## config.mk

```make
export PLATFORM = sky130hd
export DESIGN_NAME = spi_serf
export DESIGN_NICKNAME = d
export VERILOG_FILES = /design/src/rtl/spi_serf.sv
export SDC_FILE = /design/constraint.sdc
export NUM_CORES = 1
export LEC_CHECK = 0
export ABC_AREA = 0
export CAP_MARGIN = 10
export CORE_MARGIN = 3
export CORE_UTILIZATION = 35
export CTS_CLUSTER_SIZE = 24
export DETAILED_ROUTE_END_ITERATION = 10
export GPL_TIMING_DRIVEN = 1
export PLACE_DENSITY = 0.59
export RECOVER_POWER = 50
export SYNTH_ARGS = -nofsm -noshare
export SYNTH_HDL_FRONTEND = slang
export SYNTH_SLANG_ARGS = --single-unit
```

## constraint.sdc

```tcl
create_clock -name clk -period 2 [get_ports clk]
set_input_delay 0.4 -clock clk [delete_from_list [all_inputs] [get_ports clk]]
set_output_delay 0.4 -clock clk [all_outputs]
set_load 0.05 [all_outputs]
```

## src/rtl/spi_serf.sv

```systemverilog
// spi_serf: SPI responder (serf) for the 16-bit SPI link.
// Receives a WIDTH-bit word on MOSI and returns tx_data on MISO, both MSB first.
// Ports:
//   clk, rst_n      system clock, async active-low reset
//   SS_n, SCLK      select and serial clock from the initiator (asynchronous)
//   MOSI, MISO      serial data in / out
//   tx_data         word returned, captured when SS_n falls
//   rx_data, rdy    last correctly framed word and its valid flag
//   clr_rdy         clears rdy and ovr
//   frm_err         one-clk pulse on a frame with the wrong bit count
//   ovr             sticky: frame completed while rdy was still set
//   busy            frame in progress
module spi_serf #(
    parameter int unsigned WIDTH = 16
) (
    input  logic             clk,
    input  logic             rst_n,
    input  logic             SS_n,
    input  logic             SCLK,
    input  logic             MOSI,
    output logic             MISO,
    input  logic [WIDTH-1:0] tx_data,
    output logic [WIDTH-1:0] rx_data,
    output logic             rdy,
    input  logic             clr_rdy,
    output logic             frm_err,
    output logic             ovr,
    output logic             busy
);

    localparam int unsigned CW = $clog2(WIDTH) + 1;

    typedef enum logic [1:0] {IDLE, ARMED, XFER} state_t;

    state_t          state, state_nxt;
    logic            ss1, ss2, ss3;
    logic            sclk1, sclk2, sclk3;
    logic            mosi1, mosi2;
    logic [WIDTH-1:0] shft_reg;
    logic            mosi_smpl;
    logic [CW-1:0]   bit_cnt;
    logic            ld, smpl, shift, done, err;

    // Synchronizers; MOSI is one stage shorter so it lines up with sclk_rise.
    always_ff @(posedge clk or negedge rst_n) begin
        if (!rst_n) begin
            {ss1, ss2, ss3}       <= 3'b111;
            {sclk1, sclk2, sclk3} <= 3'b111;
            {mosi1, mosi2}        <= 2'b11;
        end else begin
            {ss1, ss2, ss3}       <= {SS_n, ss1, ss2};
            {sclk1, sclk2, sclk3} <= {SCLK, sclk1, sclk2};
            {mosi1, mosi2}        <= {MOSI, mosi1};
        end
    end

    wire ss_fall   = ~ss2 & ss3;
    wire ss_rise   = ss2 & ~ss3;
    wire sclk_rise = sclk2 & ~sclk3;
    wire sclk_fall = ~sclk2 & sclk3;

    assign MISO = ss2 ? 1'b1 : shft_reg[WIDTH-1];

    // State register
    always_ff @(posedge clk or negedge rst_n) begin
        if (!rst_n) state <= IDLE;
        else        state <= state_nxt;
    end

    // Next state and datapath strobes
    always_comb begin
        state_nxt = state;
        ld        = 1'b0;
        smpl      = 1'b0;
        shift     = 1'b0;
        done      = 1'b0;
        err       = 1'b0;
        case (state)
            IDLE: begin
                if (ss_fall) begin
                    ld        = 1'b1;
                    state_nxt = ARMED;
                end
            end
            ARMED: begin
                // The initiator's leading SCLK fall carries no shift.
                if (ss_rise) begin
                    err       = 1'b1;
                    state_nxt = IDLE;
                end else if (sclk_rise) begin
                    smpl      = 1'b1;
                    state_nxt = XFER;
                end
            end
            XFER: begin
                if (ss_rise) begin
                    if (bit_cnt == CW'(WIDTH)) done = 1'b1;
                    else                       err  = 1'b1;
                    state_nxt = IDLE;
                end else begin
                    smpl  = sclk_rise;
                    shift = sclk_fall;
                end
            end
            default: state_nxt = IDLE;
        endcase
    end

    // Shift path and result registers
    always_ff @(posedge clk or negedge rst_n) begin
        if (!rst_n) begin
            shft_reg  <= '1;
            mosi_smpl <= 1'b1;
            bit_cnt   <= '0;
            rx_data   <= '0;
            rdy       <= 1'b0;
            ovr       <= 1'b0;
            frm_err   <= 1'b0;
            busy      <= 1'b0;
        end else begin
            frm_err <= err;
            busy    <= (state_nxt != IDLE);
            if (smpl) mosi_smpl <= mosi2;
            if (ld) begin
                shft_reg <= tx_data;
                bit_cnt  <= '0;
            end else if (shift) begin
                shft_reg <= {shft_reg[WIDTH-2:0], mosi_smpl};
                if (bit_cnt != CW'(WIDTH)) bit_cnt <= bit_cnt + CW'(1);
            end
            // A frame end beats clr_rdy for rdy; clr_rdy still suppresses ovr.
            if (done) begin
                rx_data <= shft_reg;
                rdy     <= 1'b1;
                ovr     <= clr_rdy ? 1'b0 : (ovr | rdy);
            end else if (clr_rdy) begin
                rdy <= 1'b0;
                ovr <= 1'b0;
            end
        end
    end

endmodule
```

==> flow_summary.json, run 1 <==
{
  "status": "complete, no violations",
  "crit_path_end_kind": "output pin",
  "dieWidth_um": 87.37,
  "grt_usage_pct": 11.63,
  "routed_wl_um": 4091,
  "irDropWorstVdd_mv": 0.4506,
  "placed_cells": 297,
  "rows": 29,
  "async_reset_ff_share_pct": 100.0,
  "grt_pass1_wl_um": 7010,
  "synth-seq-area-share_pct": 57.51,
  "clkLatencyLatePin_ns": 0.30,
  "start_util_pct": 36.29,
  "path_clk_slew_ns": 0.09,
  "drc": 0,
  "finalSetupTns_ns": 0,
  "startpoint_type": "flip-flop",
  "synth_flop_cell": "dfrtp_1",
  "die-area_um2": 7633,
  "ioPinCount": 43,
  "via_per_inst": 4.727,
  "n_antenna_cell": 0,
  "worst_ep_required_time_ns": 1.60,
  "gp_congestion": 0.7655,
  "globalRouteOverflowTotal": 0,
  "flow.area_growth_from_synthesis_pct": 26.19,
  "synth_cell_type_count": 36,
  "htree_num_levels": 2,
  "syn_area_um2": 2317,
  "path_max_fanout": 2,
  "dp_hpwl_um": 2727,
  "netlist_instances": 182,
  "root_buffer": "clkbuf_8",
  "layoutNonFillerInstCount": 308,
  "syn_nets": 210,
  "final_layout_size_suffix_gt1_share_pct": 26.84,
  "die_h_um": 87.37,
  "setup_violations": 0,
  "final_antenna_net_count": 0,
  "worst_clock_skew_ns": 0.008087,
  "hp-class": "flip-flop to flip-flop",
  "power.total_mw": 2.773,
  "cts_buffers": 5,
  "synth_top_cell_by_area": "dfrtp_1",
  "wl_per_cell_um": 13.28,
  "cts_max_path_buffers": 2,
  "drtPass1Iterations": 4,
  "min_period_ns": 1.893,
  "rsz0062_at_grt": "false",
  "cts_num_sinks": 52,
  "leakage_nw": 1.192,
  "path_delay_family": "buffers and inverters",
  "yosys.area.top_type_share_pct": 29.16,
  "grt_pass1_vias": 1475,
  "arrival_ns": 1.49,
  "crit_buf_inv": 1,
  "post_synth.cell_area_avg_um2": 12.73,
  "power_density_nw_per_um2": 948.3,
  "critPathKind": "flip-flop to output pin",
  "io_buffer_count": 42,
  "ys_top_cells_by_area": "dfrtp_1 29%, dfstp_2 28%, mux2i_1 6.9%, mux2_4 5.2%, mux2_2 4.4%",
  "slowest_stage": "clkdlybuf4s50_1",
  "fmax_mhz": 528.3,
  "vias": 1456,
  "finalNetCount": 258,
  "hold_viol_final": 0,
  "cts_tree": "yes",
  "post-route-util_pct": 45.79,
  "max-cap-violations": 0,
  "cp_cell_sequence": "clkdlybuf4s50_1",
  "synth_edf_count": 0,
  "antenna_found_initial": 0,
  "yosys_warnings": 0,
  "period_share_pct": 94.64,
  "grt_max_degree": 53,
  "synth_seq_cells": 52,
  "coreArea_um2": 6386,
  "yosysMostFrequentCell": "dfrtp_1",
  "drt_iter0_markers": 92,
  "tightest_slew_ns": 1.248,
  "maxSlewHeadroom_pct": 16.83,
  "yosys-top-cells-count": "27 x dfrtp_1, 25 x dfstp_2, 19 x nand2_1, 17 x o21ai_0, 16 x mux2i_1",
  "slowest_delay_ns": 0.81,
  "slew_violations": 0
}
[final timing paths]
| check | from | to | slack [ns] | cells past startpoint |
|---|---|---|---|---|
| worst max-delay path | rx_data[2] | rx_data[2] | 0.11 | 1 |
| worst min-delay path | mosi1 | mosi2 | 0.36 | 0 |
| worst max register to register | ss2 | rx_data[8] | 0.18 | 3 |
| worst min register to register | mosi1 | mosi2 | 0.36 | 0 |
| max in group asynchronous | rst_n | busy | 0.81 | 2 |
| min in group asynchronous | rst_n | rx_data[12] | 0.43 | 2 |
[cell type report]
type	instances	area, um2
clock buffers	6	82.58
clock inverters	2	13.76
fillers	587	3462
inverters	6	22.52
multi-input cells	117	895.9
flip-flops and latches	52	1333
well taps	77	96.34
repair buffers	48	480.5
[metrics by stage]
step	instance area [um2]	setup WS, ns	hold slack (ns)
3_5_place_dp	2810	0.1950	0.3472
4_1_cts	2907	0.08522	0.07752
5_1_grt	2924	0.05043	0.3702
6_report	2924	0.1072	0.3609
2_1_floorplan	2317	0.3037	0.1044
3_3_place_gp	2810	0.2144	0.3455
[power by group]
part | internal (mW) | leakage [nW] | switching, mW
logic | 0.280 | 0.504 | 0.322
registers | 1.38 | 0.636 | 0.164
clock network | 0.284 | 0.0516 | 0.344
total | 1.94 | 1.19 | 0.831
[timing repair]
item	in CTS	in global routing
hold buffers	0	0
setup endpoints to repair	0	1
resized for setup	0	0
buffers inserted	0	3
[cells by family after synthesis]
| kind of cell | count (synthesis) | synth area share (%) |
|---|---|---|
| multiplexers | 33 | 16.47 |
| flip-flops | 52 | 57.51 |
| AND/OR/NAND/NOR | 46 | 10.69 |
| AO/OA/AOI/OAI | 29 | 7.127 |
| adder cells (fa/ha/maj) | 6 | 3.240 |
| buffers and inverters | 13 | 3.833 |
| XOR/XNOR | 3 | 1.134 |
[layer usage]
| metal | GRT usage (%) | vias to the layer above | wire length (um) |
|---|---|---|---|
| met1 | 16.11 | 701 | 1982 |
| met5 | 0 | - | 0 |
| li1 | - | 722 | - |
| met4 | 3.347 | 0 | 49 |
| met2 | 18.01 | 29 | 1908 |
| met3 | 2.933 | 4 | 150 |
[layout by cell type (no fill, tap or decap), drive strengths merged]
master	count
clkdlybuf4s50	37
dfrtp	27
dfstp	25
nand2	19
o21ai	18
mux2	17
mux2i	16
nor2	8
inv	7
clkbuf	7
buf	7
ha	6
a21oi	4
nand2b	3
nand3	3
nor3	3
xnor2	3
dlygate4sd3	3
or2	3
nor2b	2
a211oi	2
a2111oi	2
a31oi	1
and4bb	1
and3	1
a21o	1
nand3b	1
nand4b	1
or4	1
o31ai	1
clkinv	1
Power figures use the tool's default switching activity.
==> run 2: changes to the inputs <==
--- a/config.mk
+++ b/config.mk
@@ -5,10 +5,11 @@
 export SDC_FILE = /design/constraint.sdc
 export NUM_CORES = 1
 export LEC_CHECK = 0
-export ABC_AREA = 0
+export ABC_AREA = 1
 export CAP_MARGIN = 10
 export CORE_MARGIN = 3
 export CORE_UTILIZATION = 35
+export CTS_BUF_LIST = sky130_fd_sc_hd__clkbuf_4 sky130_fd_sc_hd__clkbuf_8 sky130_fd_sc_hd__clkbuf_16
 export CTS_CLUSTER_SIZE = 24
 export DETAILED_ROUTE_END_ITERATION = 10
 export GPL_TIMING_DRIVEN = 1
==> run 2 against run 1 <==
- area after synthesis increased by 7.6%
- global-route usage is 1.6 points higher
- count of clock-buffer cells in the layout is the same
- worst hold slack got worse by 0.11 ns
- flip-flop and latch count unchanged
- total power increased by 7.1%
- sequential share of layout area decreased by 2.1 points
- register-to-register slack better by 0.16 ns
- combinational power increased by 35%
- critical endpoint is now rdy
==> flow_summary.json, run 2 <==
{
  "slowest_stage": "clkdlybuf4s50_1",
  "leakage_nw": 1.591,
  "io_buffer_count": 42,
  "post_synth.cell_area_avg_um2": 8.312,
  "finalSetupTns_ns": 0,
  "grt_max_degree": 34,
  "power.total_mw": 2.970,
  "cts_resized": 0,
  "synth_seq_cells": 52,
  "final.setup.worst_slack_ns": 0.09407,
  "yosys.area.top_type_share_pct": 27.09,
  "ioPinCount": 43,
  "mostFrequentLayoutCells": "174 x nand2_1, 37 x clkdlybuf4s50_1, 27 x dfrtp_1",
  "gp_congestion": 0.7540,
  "antenna_found_initial": 0,
  "dieWidth_um": 90.41,
  "maxSlewHeadroom_pct": 29.06,
  "coreArea_um2": 6869,
  "n_fill_cell": 689,
  "synth_edf_count": 0,
  "irDropWorstVdd_mv": 0.3476,
  "post-place-ws_ns": 0.3834,
  "flow.area_growth_from_synthesis_pct": 22.98,
  "max-cap-violations": 0,
  "die_h_um": 90.41,
  "yosys-top-cells-count": "173 x nand2_1, 27 x dfrtp_1, 25 x dfstp_2, 16 x inv_1, 13 x nand3_1",
  "yosysMostFrequentCell": "nand2_1",
  "power_frac_seq_pct": 52.0,
  "arrival_ns": 1.51,
  "finalNetCount": 372,
  "drc": 0,
  "grt_pass1_vias": 1869,
  "cp_cell_sequence": "clkdlybuf4s50_1",
  "final_layout_size_suffix_gt1_share_pct": 14.78,
  "slowest_delay_ns": 0.82,
  "path_delay_family": "buffers and inverters",
  "grt_pass1_wl_um": 8832,
  "path_clk_slew_ns": 0.09,
  "final_antenna_net_count": 0,
  "rows": 30,
  "internal_power_mw": 1.955,
  "hold_slack_ns": 0.2545,
  "cts_max_path_buffers": 2,
  "netlist_instances": 300,
  "synth_flop_cell": "dfrtp_1",
  "crit_buf_inv": 1,
  "startpoint_type": "flip-flop",
  "design_area_um2": 3067,
  "p_sw_share_pct": 34.18,
  "cts_buffers": 5,
  "crit_path_end_kind": "output pin",
  "cts_hold_buf": 0,
  "drtPass1Iterations": 4,
  "critPathKind": "flip-flop to output pin",
  "path_max_fanout": 3,
  "cts_num_sinks": 52,
  "final_common_cell": "nand2_1",
  "grt_usage_pct": 13.28,
  "vias": 1976,
  "post_cts_buffers": 0,
  "min_period_ns": 1.906,
  "post_dp_cell_area_um2": 3000,
  "power_density_nw_per_um2": 968.5,
  "status": "complete, no violations",
  "syn_area_um2": 2494,
  "n_antenna_cell": 0,
  "drt_iter0_markers": 88,
  "placed_cells": 433,
  "worst_ep_required_time_ns": 1.60,
  "post-route-util_pct": 44.64,
  "comb_power_share_pct": 27.4,
  "htree_num_levels": 2,
  "clkLatencyLatePin_ns": 0.31,
  "slew_violations": 0,
  "tightest_slew_ns": 1.064,
  "die-area_um2": 8173,
  "start_util_pct": 36.30,
  "syn_nets": 328,
  "yosys_warnings": 0,
  "fmax_mhz": 524.7,
  "wl_per_cell_um": 11.57,
  "dp_hpwl_um": 3643,
  "setup_violations": 0,
  "rsz0062_at_grt": "false",
  "synth_cell_type_count": 22,
  "globalRouteOverflowTotal": 0,
  "period_share_pct": 95.30,
  "layoutNonFillerInstCount": 441,
  "cts_tree": "yes",
  "worst_clock_skew_ns": 0.01170,
  "via_per_inst": 4.481,
  "root_buffer": "clkbuf_8",
  "synth_top_cell_by_area": "dfrtp_1",
  "synth-seq-area-share_pct": 53.44,
  "p_sw_mw": 1.015,
  "hp-class": "primary input to asynchronous set/reset pin",
  "ys_top_cells_by_area": "dfrtp_1 27%, dfstp_2 26%, nand2_1 26%, ha_1 3.0%, nand3_1 2.6%",
  "async_reset_ff_share_pct": 100.0,
  "p_clk_share_pct": 20.6,
  "routed_wl_um": 5102,
  "hold_viol_final": 0
}
[run 2: cell type report]
type,count,area [um2],area share [%]
clock inverters,2,13.76,0.4488
repair buffers,45,444.2,14.48
clock buffers,6,76.32,2.489
well taps,96,120.1,3.917
flip-flops and latches,52,1333,43.45
inverters,21,83.83,2.734
multi-input cells,219,996.0,32.48
[run 2: kinds of logic after synthesis]
family                     count (synthesis)  share of synthesized area, %
and+or+nand+nor                          208                         35.77
buffers and inverters                     29                         6.322
AOI/OAI and AO/OA                          5                         1.455
adders and majority gates                  6                         3.010
DFF                                       52                         53.44
[run 2: final timing paths]
path / from / to / slack, ns / depth (start not counted)
max: rdy / rdy / 0.09 / 1
min: rst_n / ovr / 0.25 / 1
max reg2reg: bit_cnt[0] / rx_data[3] / 0.34 / 9
min reg2reg: mosi1 / mosi2 / 0.36 / 0
max in group asynchronous: rst_n / bit_cnt[0] / 0.37 / 2
min in group clk: mosi1 / mosi2 / 0.36 / 0
[run 2: power groups by stage]
stage	clock network [mW]	logic [mW]	registers, mW
2_1_floorplan	0	0.588	1.55
4_1_cts	0.640	0.835	1.54
6_report	0.612	0.814	1.54
3_5_place_dp	0	0.831	1.56
5_1_grt	0.681	0.948	1.58
3_3_place_gp	0	0.814	1.56
[run 2: routing by layer]
metal | wire length (um) | track usage [%] | part of all wire [%] | vias up
met1 | 2432 | 18.36 | 48 | 929
met3 | 257 | 3.000 | 5.0 | 0
met2 | 2412 | 20.78 | 47 | 50
li1 | - | - | - | 997
met5 | 0 | 0 | 0 | -
met4 | 0 | 4.082 | 0 | 0
==> run 3: changes to the inputs <==
--- a/config.mk
+++ b/config.mk
@@ -7,13 +7,14 @@
 export LEC_CHECK = 0
 export ABC_AREA = 1
 export CAP_MARGIN = 10
+export CORE_ASPECT_RATIO = 1.2
 export CORE_MARGIN = 3
-export CORE_UTILIZATION = 35
+export CORE_UTILIZATION = 52
 export CTS_BUF_LIST = sky130_fd_sc_hd__clkbuf_4 sky130_fd_sc_hd__clkbuf_8 sky130_fd_sc_hd__clkbuf_16
 export CTS_CLUSTER_SIZE = 24
 export DETAILED_ROUTE_END_ITERATION = 10
 export GPL_TIMING_DRIVEN = 1
-export PLACE_DENSITY = 0.59
+export PLACE_DENSITY = 0.81
 export RECOVER_POWER = 50
 export SYNTH_ARGS = -nofsm -noshare
 export SYNTH_HDL_FRONTEND = slang
==> run 3 against run 2 <==
- die area down 31%
- utilization rose by 23 points
- setup slack worse by 0.0011 ns
- register-to-register slack lost 0.05 ns
- largest power group unchanged
==> flow_summary.json, run 3 (synthesis results as in run 2) <==
{
  "startpoint_type": "flip-flop",
  "finalNetCount": 371,
  "hp-start": "mosi1",
  "drtPass1Iterations": 4,
  "drc": 0,
  "coreArea_um2": 4424,
  "path_delay_family": "buffers and inverters",
  "final_layout_size_suffix_gt1_share_pct": 14.83,
  "hold_viol_final": 0,
  "vias": 1977,
  "flow.area_growth_from_synthesis_pct": 20.82,
  "max-cap-violations": 0,
  "via_per_inst": 4.943,
  "slew_violations": 0,
  "n_antenna_cell": 0,
  "worst_ep_required_time_ns": 1.60,
  "antenna_found_initial": 0,
  "globalRouteOverflowTotal": 0,
  "gp_congestion": 0.7973,
  "tightest_slew_ns": 1.219,
  "final_common_cell": "nand2_1",
  "rows": 26,
  "routed-wl-met3_um": 179,
  "grt_max_degree": 53,
  "path_clk_slew_ns": 0.10,
  "clkLatencyLatePin_ns": 0.30,
  "cp_cell_sequence": "clkdlybuf4s50_1",
  "path_max_fanout": 2,
  "io_buffer_count": 42,
  "mostFrequentLayoutCells": "174 x nand2_1, 37 x clkdlybuf4s50_1, 27 x dfrtp_1",
  "hp-class": "flip-flop to flip-flop",
  "routed_wl_um": 5007,
  "cts_tree": "yes",
  "grt_pass1_wl_um": 8528,
  "fmax_mhz": 524.4,
  "cts_hold_buf": 0,
  "cts_num_sinks": 52,
  "m1WireLength_um": 2287,
  "r2r_start": "bit_cnt[0]",
  "grt_pass1_vias": 1889,
  "die-area_um2": 5666,
  "dieWidth_um": 69.22,
  "leakage_nw": 1.588,
  "crit_start": "rx_data[4]",
  "route.met2.wl_um": 2468,
  "dp_hpwl_um": 3289,
  "top_layer_used": "met4",
  "slowest_delay_ns": 0.81,
  "start_util_pct": 56.36,
  "htree_num_levels": 2,
  "crit_buf_inv": 1,
  "hold_slack_ns": 0.3598,
  "n_fill_cell": 354,
  "rsz0062_at_grt": "false",
  "irDropWorstVdd_mv": 0.5681,
  "cts_resized": 0,
  "cts_max_path_buffers": 2,
  "grt_usage_pct": 18.87,
  "die_h_um": 81.86,
  "min_period_ns": 1.907,
  "slowest_stage": "clkdlybuf4s50_1",
  "period_share_pct": 95.35,
  "power_density_nw_per_um2": 991.6,
  "wl_per_cell_um": 12.52,
  "critPathKind": "flip-flop to output pin",
  "maxSlewHeadroom_pct": 18.71,
  "finalSetupTns_ns": 0,
  "crit_path_end_kind": "output pin",
  "arrival_ns": 1.51,
  "ioPinCount": 43,
  "worst_clock_skew_ns": 0.01159,
  "root_buffer": "clkbuf_8",
  "post_cts_buffers": 0,
  "setup_violations": 0,
  "final_antenna_net_count": 0,
  "status": "complete, no violations",
  "post-route-util_pct": 68.10,
  "drt_iter0_markers": 110,
  "cts_buffers": 5
}
[run 3: cell type report]
class / instances / area, um2 / area share [%]
Sequential cell: 52 / 1333 / 44.23
Timing Repair Buffer: 44 / 437.9 / 14.53
Inverter: 21 / 83.83 / 2.782
Clock inverter: 1 / 8.758 / 0.2907
Multi-Input combinational cell: 219 / 996.0 / 33.06
Clock buffer: 7 / 83.83 / 2.782
Tap cell: 56 / 70.07 / 2.326
[run 3: per-stage QoR]
step	area [um2]	std cells	worst slack, ns	power [mW]
after floorplan	2494	300	0.6082	2.134
after global placement	2943	392	0.4448	2.342
after detailed placement	2943	392	0.4036	2.379
after CTS	3035	400	0.09380	3.015
after global routing	3013	400	0.05940	3.190
final	3013	400	0.09294	2.988
[run 3: worst paths after layout]
kind | to | slack [ns] | cells after the start
setup / recovery | rx_data[4] | 0.09 | 1
hold / removal | mosi2 | 0.36 | 0
setup reg to reg | rx_data[15] | 0.29 | 9
hold reg to reg | mosi2 | 0.36 | 0
max in group asynchronous | bit_cnt[3] | 0.83 | 2
min in group asynchronous | busy | 0.42 | 2
[run 3: layer usage]
layer | track usage [%] | vias up
met5 | 0 | -
met4 | 7.813 | 0
met3 | 3.672 | 7
met2 | 31.87 | 48
met1 | 23.99 | 928
li1 | - | 994
[run 3: power breakdown]
group / internal (mW) / leakage [nW] / switching, mW / total [mW]
registers: 1.38 / 0.634 / 0.162 / 1.54
clock network: 0.278 / 0.0493 / 0.332 / 0.610
logic: 0.316 / 0.905 / 0.524 / 0.840
total: 1.97 / 1.59 / 1.02 / 2.99
